<file path="config.mk">
export PLATFORM = sky130hd
export DESIGN_NAME = decode_queue
export DESIGN_NICKNAME = d
export VERILOG_FILES = /design/src/rtl/decode_queue_pkg.sv /design/src/rtl/decode_queue_decode_comb.sv /design/src/rtl/decode_queue.sv
export SDC_FILE = /design/constraint.sdc
export NUM_CORES = 1
export LEC_CHECK = 0
export CORE_AREA = 8 8 182 184
export DETAILED_ROUTE_END_ITERATION = 7
export DIE_AREA = 0 0 190 192
export MAX_ROUTING_LAYER = met4
export PLACE_DENSITY = 0.82
export REMOVE_ABC_BUFFERS = 1
export SLEW_MARGIN = 20
export SYNTH_ARGS = -nofsm -noshare
export SYNTH_HDL_FRONTEND = slang
export SYNTH_SLANG_ARGS = --single-unit
</file>
<file path="constraint.sdc">
create_clock -name clk_in -period 9.4 [get_ports clk_in]
set_clock_uncertainty 0.2 [all_clocks]
set_input_delay 2.82 -clock clk_in [delete_from_list [all_inputs] [get_ports clk_in]]
set_output_delay 2.82 -clock clk_in [all_outputs]
set_load 0.005 [all_outputs]
</file>
<file path="src/rtl/decode_queue_pkg.sv">
// Shared constants and types for the decode queue: opcodes, instruction-name codes, decoded entry.
// Name codes 38..45 are decoded only when DECODE_RV32M_EN is defined.
package decode_queue_pkg;

    localparam int NAME_W = 6;

    localparam logic [6:0] OP_LUI    = 7'b0110111;
    localparam logic [6:0] OP_AUIPC  = 7'b0010111;
    localparam logic [6:0] OP_JAL    = 7'b1101111;
    localparam logic [6:0] OP_JALR   = 7'b1100111;
    localparam logic [6:0] OP_BRANCH = 7'b1100011;
    localparam logic [6:0] OP_LOAD   = 7'b0000011;
    localparam logic [6:0] OP_STORE  = 7'b0100011;
    localparam logic [6:0] OP_IMM    = 7'b0010011;
    localparam logic [6:0] OP_REG    = 7'b0110011;

    localparam logic [6:0] F7_BASE = 7'b0000000;
    localparam logic [6:0] F7_ALT  = 7'b0100000;
    localparam logic [6:0] F7_MULDIV = 7'b0000001;

    typedef enum logic [NAME_W-1:0] {
        NAME_NONE = 6'd0,
        NAME_LUI, NAME_AUIPC, NAME_JAL, NAME_JALR,
        NAME_BEQ, NAME_BNE, NAME_BLT, NAME_BGE, NAME_BLTU, NAME_BGEU,
        NAME_LB, NAME_LH, NAME_LW, NAME_LBU, NAME_LHU,
        NAME_SB, NAME_SH, NAME_SW,
        NAME_ADDI, NAME_SLTI, NAME_SLTIU, NAME_XORI, NAME_ORI, NAME_ANDI,
        NAME_SLLI, NAME_SRLI, NAME_SRAI,
        NAME_ADD, NAME_SUB, NAME_SLL, NAME_SLT, NAME_SLTU,
        NAME_XOR, NAME_SRL, NAME_SRA, NAME_OR, NAME_AND,
        NAME_MUL = 6'd38, NAME_MULH, NAME_MULHSU, NAME_MULHU,
        NAME_DIV, NAME_DIVU, NAME_REM, NAME_REMU
    } name_e;

    typedef struct packed {
        name_e       name;
        logic [4:0]  rd;
        logic [4:0]  rs1;
        logic [4:0]  rs2;
        logic [31:0] imm;
        logic        illegal;
    } dec_t;

endpackage

</file>
<file path="src/rtl/decode_queue_decode_comb.sv">
// Combinational RV32I instruction decoder (RV32M added when DECODE_RV32M_EN is defined).
module decode_comb
    import decode_queue_pkg::*;
(
    input  logic [31:0] inst,
    output dec_t        dec
);

    logic [6:0]  opcode;
    logic [2:0]  funct3;
    logic [6:0]  funct7;
    logic [4:0]  rd_f, rs1_f, rs2_f;
    logic [31:0] imm_i, imm_sh, imm_s, imm_b, imm_u, imm_j;

    assign opcode = inst[6:0];
    assign funct3 = inst[14:12];
    assign funct7 = inst[31:25];
    assign rd_f   = inst[11:7];
    assign rs1_f  = inst[19:15];
    assign rs2_f  = inst[24:20];

    assign imm_i  = {{20{inst[31]}}, inst[31:20]};
    assign imm_sh = {27'b0, inst[24:20]};
    assign imm_s  = {{20{inst[31]}}, inst[31:25], inst[11:7]};
    assign imm_b  = {{19{inst[31]}}, inst[31], inst[7], inst[30:25], inst[11:8], 1'b0};
    assign imm_u  = {inst[31:12], 12'b0};
    assign imm_j  = {{11{inst[31]}}, inst[31], inst[19:12], inst[20], inst[30:21], 1'b0};

    always_comb begin
        // NOTE: every field gets a default before the case so no path leaves it unassigned (no latches).
        dec = '0;
        case (opcode)
            OP_LUI: begin
                dec.name = NAME_LUI;
                dec.rd   = rd_f;
                dec.imm  = imm_u;
            end
            OP_AUIPC: begin
                dec.name = NAME_AUIPC;
                dec.rd   = rd_f;
                dec.imm  = imm_u;
            end
            OP_JAL: begin
                dec.name = NAME_JAL;
                dec.rd   = rd_f;
                dec.imm  = imm_j;
            end
            OP_JALR: begin
                if (funct3 == 3'b000) dec.name = NAME_JALR;
                dec.rd  = rd_f;
                dec.rs1 = rs1_f;
                dec.imm = imm_i;
            end
            OP_BRANCH: begin
                case (funct3)
                    3'b000:  dec.name = NAME_BEQ;
                    3'b001:  dec.name = NAME_BNE;
                    3'b100:  dec.name = NAME_BLT;
                    3'b101:  dec.name = NAME_BGE;
                    3'b110:  dec.name = NAME_BLTU;
                    3'b111:  dec.name = NAME_BGEU;
                    default: dec.name = NAME_NONE;
                endcase
                dec.rs1 = rs1_f;
                dec.rs2 = rs2_f;
                dec.imm = imm_b;
            end
            OP_LOAD: begin
                case (funct3)
                    3'b000:  dec.name = NAME_LB;
                    3'b001:  dec.name = NAME_LH;
                    3'b010:  dec.name = NAME_LW;
                    3'b100:  dec.name = NAME_LBU;
                    3'b101:  dec.name = NAME_LHU;
                    default: dec.name = NAME_NONE;
                endcase
                dec.rd  = rd_f;
                dec.rs1 = rs1_f;
                dec.imm = imm_i;
            end
            OP_STORE: begin
                case (funct3)
                    3'b000:  dec.name = NAME_SB;
                    3'b001:  dec.name = NAME_SH;
                    3'b010:  dec.name = NAME_SW;
                    default: dec.name = NAME_NONE;
                endcase
                dec.rs1 = rs1_f;
                dec.rs2 = rs2_f;
                dec.imm = imm_s;
            end
            OP_IMM: begin
                case (funct3)
                    3'b000:  dec.name = NAME_ADDI;
                    3'b010:  dec.name = NAME_SLTI;
                    3'b011:  dec.name = NAME_SLTIU;
                    3'b100:  dec.name = NAME_XORI;
                    3'b110:  dec.name = NAME_ORI;
                    3'b111:  dec.name = NAME_ANDI;
                    3'b001:  if (funct7 == F7_BASE) dec.name = NAME_SLLI;
                    3'b101: begin
                        if (funct7 == F7_BASE)     dec.name = NAME_SRLI;
                        else if (funct7 == F7_ALT) dec.name = NAME_SRAI;
                    end
                    default: dec.name = NAME_NONE;
                endcase
                dec.rd  = rd_f;
                dec.rs1 = rs1_f;
                // Shifts carry only the shamt; the funct7 bits are not part of the immediate.
                dec.imm = (funct3 == 3'b001 || funct3 == 3'b101) ? imm_sh : imm_i;
            end
            OP_REG: begin
                case (funct7)
                    F7_BASE: begin
                        case (funct3)
                            3'b000:  dec.name = NAME_ADD;
                            3'b001:  dec.name = NAME_SLL;
                            3'b010:  dec.name = NAME_SLT;
                            3'b011:  dec.name = NAME_SLTU;
                            3'b100:  dec.name = NAME_XOR;
                            3'b101:  dec.name = NAME_SRL;
                            3'b110:  dec.name = NAME_OR;
                            default: dec.name = NAME_AND;
                        endcase
                    end
                    F7_ALT: begin
                        if (funct3 == 3'b000)      dec.name = NAME_SUB;
                        else if (funct3 == 3'b101) dec.name = NAME_SRA;
                    end
`ifdef DECODE_RV32M_EN
                    F7_MULDIV: begin
                        case (funct3)
                            3'b000:  dec.name = NAME_MUL;
                            3'b001:  dec.name = NAME_MULH;
                            3'b010:  dec.name = NAME_MULHSU;
                            3'b011:  dec.name = NAME_MULHU;
                            3'b100:  dec.name = NAME_DIV;
                            3'b101:  dec.name = NAME_DIVU;
                            3'b110:  dec.name = NAME_REM;
                            default: dec.name = NAME_REMU;
                        endcase
                    end
`endif
                    default: dec.name = NAME_NONE;
                endcase
                dec.rd  = rd_f;
                dec.rs1 = rs1_f;
                dec.rs2 = rs2_f;
            end
            default: dec.name = NAME_NONE;
        endcase

        // Unrecognised encodings carry no operands so dispatch sees a clean exception entry.
        if (dec.name == NAME_NONE) begin
            dec         = '0;
            dec.illegal = 1'b1;
        end
    end

endmodule

</file>
<file path="src/rtl/decode_queue.sv">
// Decoded-instruction queue between fetch and dispatch; DEPTH-entry circular buffer.
// RV32M decode is enabled by defining DECODE_RV32M_EN.
module decode_queue #(
    parameter int DEPTH  = 4,
    parameter int PC_W   = 32,
    parameter int NAME_W = 6
) (
    input  logic              clk_in,
    input  logic              rst_in,
    input  logic              rdy_in,
    input  logic              flush_in,
    input  logic              inst_valid,
    input  logic [31:0]       inst,
    input  logic [PC_W-1:0]   inst_pc,
    output logic              inst_ready,
    input  logic              dec_ready,
    output logic              dec_valid,
    output logic [NAME_W-1:0] dec_name,
    output logic [4:0]        dec_rd,
    output logic [4:0]        dec_rs1,
    output logic [4:0]        dec_rs2,
    output logic [31:0]       dec_imm,
    output logic [PC_W-1:0]   dec_pc,
    output logic              dec_illegal
);

    import decode_queue_pkg::*;

    localparam int              PTR_W    = $clog2(DEPTH);
    localparam logic [PTR_W:0]  CNT_FULL = (PTR_W + 1)'(DEPTH);
    localparam logic [PTR_W:0]  CNT_ONE  = (PTR_W + 1)'(1);
    localparam logic [PTR_W-1:0] PTR_ONE = PTR_W'(1);

    dec_t             dec_new;
    dec_t             ent_q [DEPTH];
    logic [PC_W-1:0]  pc_q  [DEPTH];
    logic [PTR_W-1:0] head, tail;
    logic [PTR_W:0]   count;
    logic             enq, deq;
    dec_t             head_ent;

    decode_comb u_decode (
        .inst (inst),
        .dec  (dec_new)
    );

    // Readiness depends on stored occupancy only, never on this cycle's dec_ready.
    assign inst_ready = (count != CNT_FULL);
    assign dec_valid  = (count != '0);
    assign enq        = inst_valid && inst_ready && rdy_in && !flush_in;
    assign deq        = dec_valid && dec_ready && rdy_in && !flush_in;

    assign head_ent    = ent_q[head];
    assign dec_name    = NAME_W'(head_ent.name);
    assign dec_rd      = head_ent.rd;
    assign dec_rs1     = head_ent.rs1;
    assign dec_rs2     = head_ent.rs2;
    assign dec_imm     = head_ent.imm;
    assign dec_illegal = head_ent.illegal;
    assign dec_pc      = pc_q[head];

    // NOTE: sequential state uses non-blocking assignments so every register samples pre-edge values.
    always_ff @(posedge clk_in or negedge rst_in) begin
        if (!rst_in) begin
            head  <= '0;
            tail  <= '0;
            count <= '0;
            // NOTE: storage is reset too, so the head fields read as zero straight out of reset.
            for (int i = 0; i < DEPTH; i++) begin
                ent_q[i] <= '0;
                pc_q[i]  <= '0;
            end
        end else if (flush_in) begin
            head  <= '0;
            tail  <= '0;
            count <= '0;
        end else begin
            if (enq) begin
                ent_q[tail] <= dec_new;
                pc_q[tail]  <= inst_pc;
                tail        <= tail + PTR_ONE;
            end
            if (deq) begin
                head <= head + PTR_ONE;
            end
            case ({enq, deq})
                2'b10:   count <= count + CNT_ONE;
                2'b01:   count <= count - CNT_ONE;
                default: count <= count;
            endcase
        end
    end

endmodule

</file>
==> impl_metrics.env, run 1 <==
export IMPL_grt_pass1_wl_um=78900
export IMPL_cts_tree="built"
export IMPL_dr_total_vias=14300
export IMPL_synth_top_area_share_pct=49.1
export IMPL_fin_ws_ns=3.20
export IMPL_grt_remaining_overflow=0
export IMPL_timing_hold_violations_final=0
export IMPL_critPathCapture="dec_rs1[4]"
export IMPL_syn2layout_area_growth_pct=16.9
export IMPL_clock_path_buffers=3
export IMPL_core_area_um2=30200
export IMPL_die_area_um2=36500
export IMPL_status="finished, final reports clean"
export IMPL_setup_violations=0
export IMPL_worstSetupStartpointType="flip-flop"
export IMPL_seq_area_frac_synth_pct=49.1
export IMPL_ir_drop_v=0.000119
export IMPL_wl_per_cell_um=21.8
export IMPL_grt_max_degree=157
export IMPL_pin_count=158
export IMPL_max_freq_mhz=161
export IMPL_startpoint="head[1]$_DFFE_PN0P_"
export IMPL_max_slew_margin_pct=23.0
export IMPL_cts_root_buf="clkbuf_16"
export IMPL_end_kind="output port"
export IMPL_multi_input_area_um2=8470
export IMPL_layout_worst_path_cycle_share_pct=66.0
export IMPL_seqCellArea_um2=8790
export IMPL_yosys_most_used_dff="dfrtp_1"
export IMPL_synth_area_per_cell_um2=10.1
export IMPL_placed_cells=2191
export IMPL_synth_edf_count=0
export IMPL_synthCells=1780
export IMPL_final_common_cell="nand2_1"
export IMPL_viasPerCell=6.30
export IMPL_yosysTopAreaCell="dfrtp_1"
export IMPL_numCtsBuffers=39
export IMPL_fp_row_count=64
export IMPL_cts_resized_gates=0
export IMPL_die_h_um=192
export IMPL_drt_iter0_drc=1564
export IMPL_crit_required_ns=6.38
export IMPL_total_power_mw=4.27
export IMPL_cap_violations=0
export IMPL_dr_pass1_iters=6
export IMPL_cts_sinks=351
export IMPL_yosys_cell_types_count=61
export IMPL_port_buffers=157
export IMPL_hp_class="flip-flop to flip-flop"
export IMPL_ant_nets=0
export IMPL_dp_slack_ns=2.45
export IMPL_num_nets_final=1914
export IMPL_fin_area_um2=20900
export IMPL_final_cell_mix="nand2_1 (498), dfrtp_1 (349), clkdlybuf4s50_1 (156), o21ai_0 (121), mux4_2 (86)"
export IMPL_hp_start="pc_q[51]$_DFFE_PN0P_"
export IMPL_fill_cells=2243
export IMPL_drc_errors=0
export IMPL_powerDensity_nw_per_um2=204
export IMPL_r2r_setup_slack_ns=5.85
export IMPL_final_cells=2263
export IMPL_synthTopCellsByArea="dfrtp_1 (49%), mux4_2 (11%), nand2_1 (11%)"
export IMPL_crit_fanout=49
export IMPL_antenna_found_initial=1
export IMPL_gp_congestion=0.891
export IMPL_crit_type="flip-flop to output port"
export IMPL_worstReg2RegStart="count[0]$_DFFE_PN0P_"
export IMPL_yosys_warnings=0
export IMPL_worst_pin_slew_ns=1.15
export IMPL_synth_seq_cells=351
export IMPL_detailed_place_hpwl_um=28800
export IMPL_start_util_pct=59.3
export IMPL_r2r_cells=7
export IMPL_drv_slew=0
export IMPL_grt_pass1_vias=14500
export IMPL_clkSlewWorstSetupHoldPaths_ns=0.06
export IMPL_post_cts_buffers=0
export IMPL_r2r_end="ent_q[153]$_DFFE_PN0P_"
export IMPL_ctsHoldBuffers=0
export IMPL_ys_async_sr_fraction_pct=100
export IMPL_grt_use_total_pct=27.7
export IMPL_postLayoutCoreUtil_pct=69.3
export IMPL_insertion_delay_ns=0.52
export IMPL_routed_wl_um=49300
export IMPL_rsz0062_at_grt="false"
export IMPL_synthesis_area_um2=17900
export IMPL_htree_levels=2
export IMPL_die_x_um=190
export IMPL_period_minus_slack_ns=6.20
export IMPL_p_leak_nw=8.93
export IMPL_drive_gt1_share_pct=15.1
export IMPL_crit_arrival_ns=3.18
export IMPL_placed_area_um2=19500
-- worst min path at each step --
stage	end	slack, ns	cells after the start
2_1_floorplan	pc_q[32]$_DFFE_PN0P_	0.24	2
3_3_place_gp	pc_q[64]$_DFFE_PN0P_	0.25	2
3_5_place_dp	ent_q[102]$_DFFE_PN0P_	0.26	2
4_1_cts	ent_q[102]$_DFFE_PN0P_	0.27	2
5_1_grt	pc_q[82]$_DFFE_PN0P_	0.29	2
6_report	pc_q[51]$_DFFE_PN0P_	0.27	2
-- cells by family (layout without fill, tap and decap cells) --
logic type	after synthesis	count (layout)	synth area share (%)
multiplexers	165	165	15.2
other	0	1	0
flip-flops	351	351	49.1
XOR/XNOR	7	7	0.343
AO/OA/AOI/OAI	363	363	13.8
buffers and inverters	168	254	4.21
AND/OR/NAND/NOR	720	720	16.9
adder cells (fa/ha/maj)	6	6	0.447
-- state kept, by name (all words and copies together) (netlist names) --
name and cells:
ent_q 216, pc_q 128, count 3, head 2, tail 2
-- cell type report --
| class | count | area share (%) |
|---|---|---|
| Antenna cell | 1 | 0.0120 |
| Clock buffer | 56 | 5.35 |
| Clock inverter | 12 | 1.03 |
| Inverter | 5 | 0.0897 |
| Multi-Input combinational cell | 1261 | 40.4 |
| Sequential cell | 351 | 42.0 |
| Tap cell | 396 | 2.37 |
| Timing Repair Buffer | 181 | 8.70 |
-- stage by stage --
stage | TNS, ns | hold slack (ns)
3_5_place_dp | 0 | 0.258
4_1_cts | 0 | 0.273
5_1_grt | 0 | 0.289
3_3_place_gp | 0 | 0.253
2_1_floorplan | -905.31 | 0.240
6_report | 0 | 0.271
-- layer usage --
metal  GRT usage, %  vias to the layer above  routed length, um
li1               -                     6346                  -
met1           36.1                     7095              19800
met2           44.5                      706              23900
met3           4.03                      107               4160
met4           9.29                        0               1460
met5              -                        -                  0
-- synth_stat cells (21+ instances only) --
cell        n
nand2_1   502
dfrtp_1   351
o21ai_0   121
clkbuf_1   96
mux4_2     86
a21oi_2    80
mux2i_1    79
nor2_1     74
nand3_1    65
a21oi_1    50
buf_2      32
a22oi_1    26
buf_1      24
a32oi_1    21
-- power breakdown --
part	total [mW]	switching [mW]	internal (mW)
sequential	1.83	0.127	1.71
combinational	0.830	0.398	0.432
clock	1.60	0.612	0.991
-- critical path: stages, from the launching register on --
cell and delay [ns]:
dfrtp_4 0.88, buf_4 0.78, mux4_2 0.42, clkdlybuf4s50_1 0.54
No activity file was read; power rests on OpenSTA's default activity.
==> run 2: changes to the inputs <==
CORE_AREA = 8 8 185 187   (was 8 8 182 184)
DIE_AREA = 0 0 193 195   (was 0 0 190 192)
PLACE_DENSITY = 0.79   (was 0.82)
clock period = 5.85 ns   (was 9.4 ns; I/O delays follow)
==> impl_metrics.env, run 2 (synthesis gave the netlist of run 1 again) <==
export IMPL_p_leak_nw=9.05
export IMPL_p_comb_share_pct=19.9
export IMPL_start_util_pct=57.3
export IMPL_crit_cells=9
export IMPL_placed_area_um2=19800
export IMPL_period_minus_slack_ns=4.79
export IMPL_dr_total_vias=14300
export IMPL_grt_pass1_wl_um=79500
export IMPL_port_buffers=157
export IMPL_detailed_place_hpwl_um=29300
export IMPL_regMostFlops="ent_q"
export IMPL_setup_tns_ns=0
export IMPL_critPathTopFamily="buffers and inverters"
export IMPL_startpoint="inst[2]"
export IMPL_crit_buf_inv=3
export IMPL_clock_path_buffers=3
export IMPL_worst_pin_slew_ns=1.10
export IMPL_ant_nets=0
export IMPL_worstSetupStartpointType="input pin"
export IMPL_die_x_um=193
export IMPL_timing_hold_violations_final=0
export IMPL_crit_arrival_ns=4.98
export IMPL_r2r_cells=7
export IMPL_end_kind="flip-flop"
export IMPL_pin_count=158
export IMPL_r2r_end="pc_q[107]$_DFFE_PN0P_"
export IMPL_gp_congestion=0.930
export IMPL_worstReg2RegStart="count[0]$_DFFE_PN0P_"
export IMPL_hp_class="flip-flop to flip-flop"
export IMPL_crit_type="input pin to flip-flop"
export IMPL_crit_top_cell="buf_4"
export IMPL_syn2layout_area_growth_pct=18.0
export IMPL_wl_per_cell_um=21.4
export IMPL_ir_drop_v=0.000211
export IMPL_cts_resized_gates=0
export IMPL_dr_pass1_iters=5
export IMPL_crit_fanout=19
export IMPL_r2r_setup_slack_ns=3.06
export IMPL_htree_levels=2
export IMPL_worstPathCellList="clkdlybuf4s50_1, nand4bb_1, buf_4, nor2_1, a32oi_1, o211ai_1, nor2_4, buf_4, a21oi_2"
export IMPL_crit_required_ns=6.04
export IMPL_die_h_um=195
export IMPL_swShare_pct=26.8
export IMPL_fill_cells=2378
export IMPL_viasPerCell=6.27
export IMPL_p_seq_share_pct=43.1
export IMPL_antenna_found_initial=1
export IMPL_core_area_um2=31200
export IMPL_fin_area_um2=21100
export IMPL_final_cells=2288
export IMPL_power_switching_mw=1.82
export IMPL_grt_use_total_pct=27.0
export IMPL_setup_violations=0
export IMPL_num_nets_final=1932
export IMPL_placed_cells=2217
export IMPL_max_freq_mhz=209
export IMPL_cts_sinks=351
export IMPL_powerDensity_nw_per_um2=321
export IMPL_drive_gt1_share_pct=16.3
export IMPL_clock_power_share_pct=37.0
export IMPL_post_cts_buffers=0
export IMPL_status="finished, final reports clean"
export IMPL_grt_pass1_vias=14800
export IMPL_routed_wl_um=49100
export IMPL_critPathCapture="ent_q[27]$_DFFE_PN0P_"
export IMPL_final_common_cell="nand2_1"
export IMPL_drt_iter0_drc=1331
export IMPL_internal_power_mw=4.96
export IMPL_grt_remaining_overflow=0
export IMPL_worst_path_max_delay_cell="nor2_4"
export IMPL_drv_slew=0
export IMPL_fp_row_count=65
export IMPL_cts_root_buf="clkbuf_16"
export IMPL_cap_violations=0
export IMPL_drc_errors=0
export IMPL_clkSlewWorstSetupHoldPaths_ns=0.06
export IMPL_rsz0062_at_grt="false"
export IMPL_largest_register_ffs=216
export IMPL_die_area_um2=37600
export IMPL_cts_tree="built"
export IMPL_largest_registers="ent_q (216), pc_q (128), count (3)"
export IMPL_max_slew_margin_pct=26.6
export IMPL_layout_worst_path_cycle_share_pct=81.8
export IMPL_insertion_delay_ns=0.53
export IMPL_final_cell_mix="nand2_1 (498), dfrtp_1 (349), clkdlybuf4s50_1 (156), o21ai_0 (121), mux4_2 (86)"
export IMPL_ctsHoldBuffers=0
export IMPL_grt_max_degree=121
export IMPL_numCtsBuffers=38
export IMPL_critPathMaxStageDelay_ns=0.83
[run 2: worst reg2reg max path, cell delays in order (launching register included)]
cell,delay [ns]
dfrtp_1,0.45
nor2_1,0.14
a211oi_2,0.23
buf_4,0.23
and2_4,0.77
buf_4,0.48
nand2_1,0.13
nand2_1,0.08
[run 2: metrics by stage]
stage / hold slack [ns] / power (mW) / util [%] / worst slack, ns
floorplan: 0.240 / 3.65 / - / -7.72
global placement: 0.253 / 4.26 / 63.3 / 0.632
detailed placement: 0.257 / 4.32 / 63.3 / 0.519
CTS: 0.272 / 6.83 / 67.5 / 1.09
global route: 0.284 / 7.08 / 67.6 / 0.921
finish: 0.268 / 6.78 / 67.6 / 1.06
[run 2: worst min-delay path by stage]
stage,startpoint,end,cells past startpoint
CTS,pc_q[46]$_DFFE_PN0P_,pc_q[46]$_DFFE_PN0P_,2
finish,pc_q[26]$_DFFE_PN0P_,pc_q[26]$_DFFE_PN0P_,2
global placement,pc_q[26]$_DFFE_PN0P_,pc_q[26]$_DFFE_PN0P_,2
floorplan,pc_q[32]$_DFFE_PN0P_,pc_q[32]$_DFFE_PN0P_,2
detailed placement,pc_q[26]$_DFFE_PN0P_,pc_q[26]$_DFFE_PN0P_,2
global route,pc_q[42]$_DFFE_PN0P_,pc_q[42]$_DFFE_PN0P_,2
[run 2: power by group through the flow]
stage	Combinational, mW	Clock [mW]	Sequential (mW)
after floorplan	0.682	0	2.96
after global placement	1.32	0	2.94
after detailed placement	1.36	0	2.96
after CTS	1.37	2.54	2.92
after global routing	1.48	2.64	2.96
final	1.35	2.51	2.93
[run 2: per-layer routing]
metal	vias up	track usage, %	share of wire, %
met5	-	-	0
met4	0	9.40	2.7
met3	104	4.24	7.7
met2	656	42.2	49
met1	7212	35.6	41
li1	6375	-	-
[run 2: cell type report]
type                            instances  area, um^2  share of cell area (%)
Inverter                                5        18.8                  0.0889
Sequential cell                       351        8790                    41.6
Tap cell                              402         503                    2.38
Clock buffer                           49        1070                    5.08
Multi-Input combinational cell       1261        8460                    40.1
Clock inverter                         19         235                    1.11
Antenna cell                            1        2.50                  0.0118
Timing Repair Buffer                  200        2040                    9.65
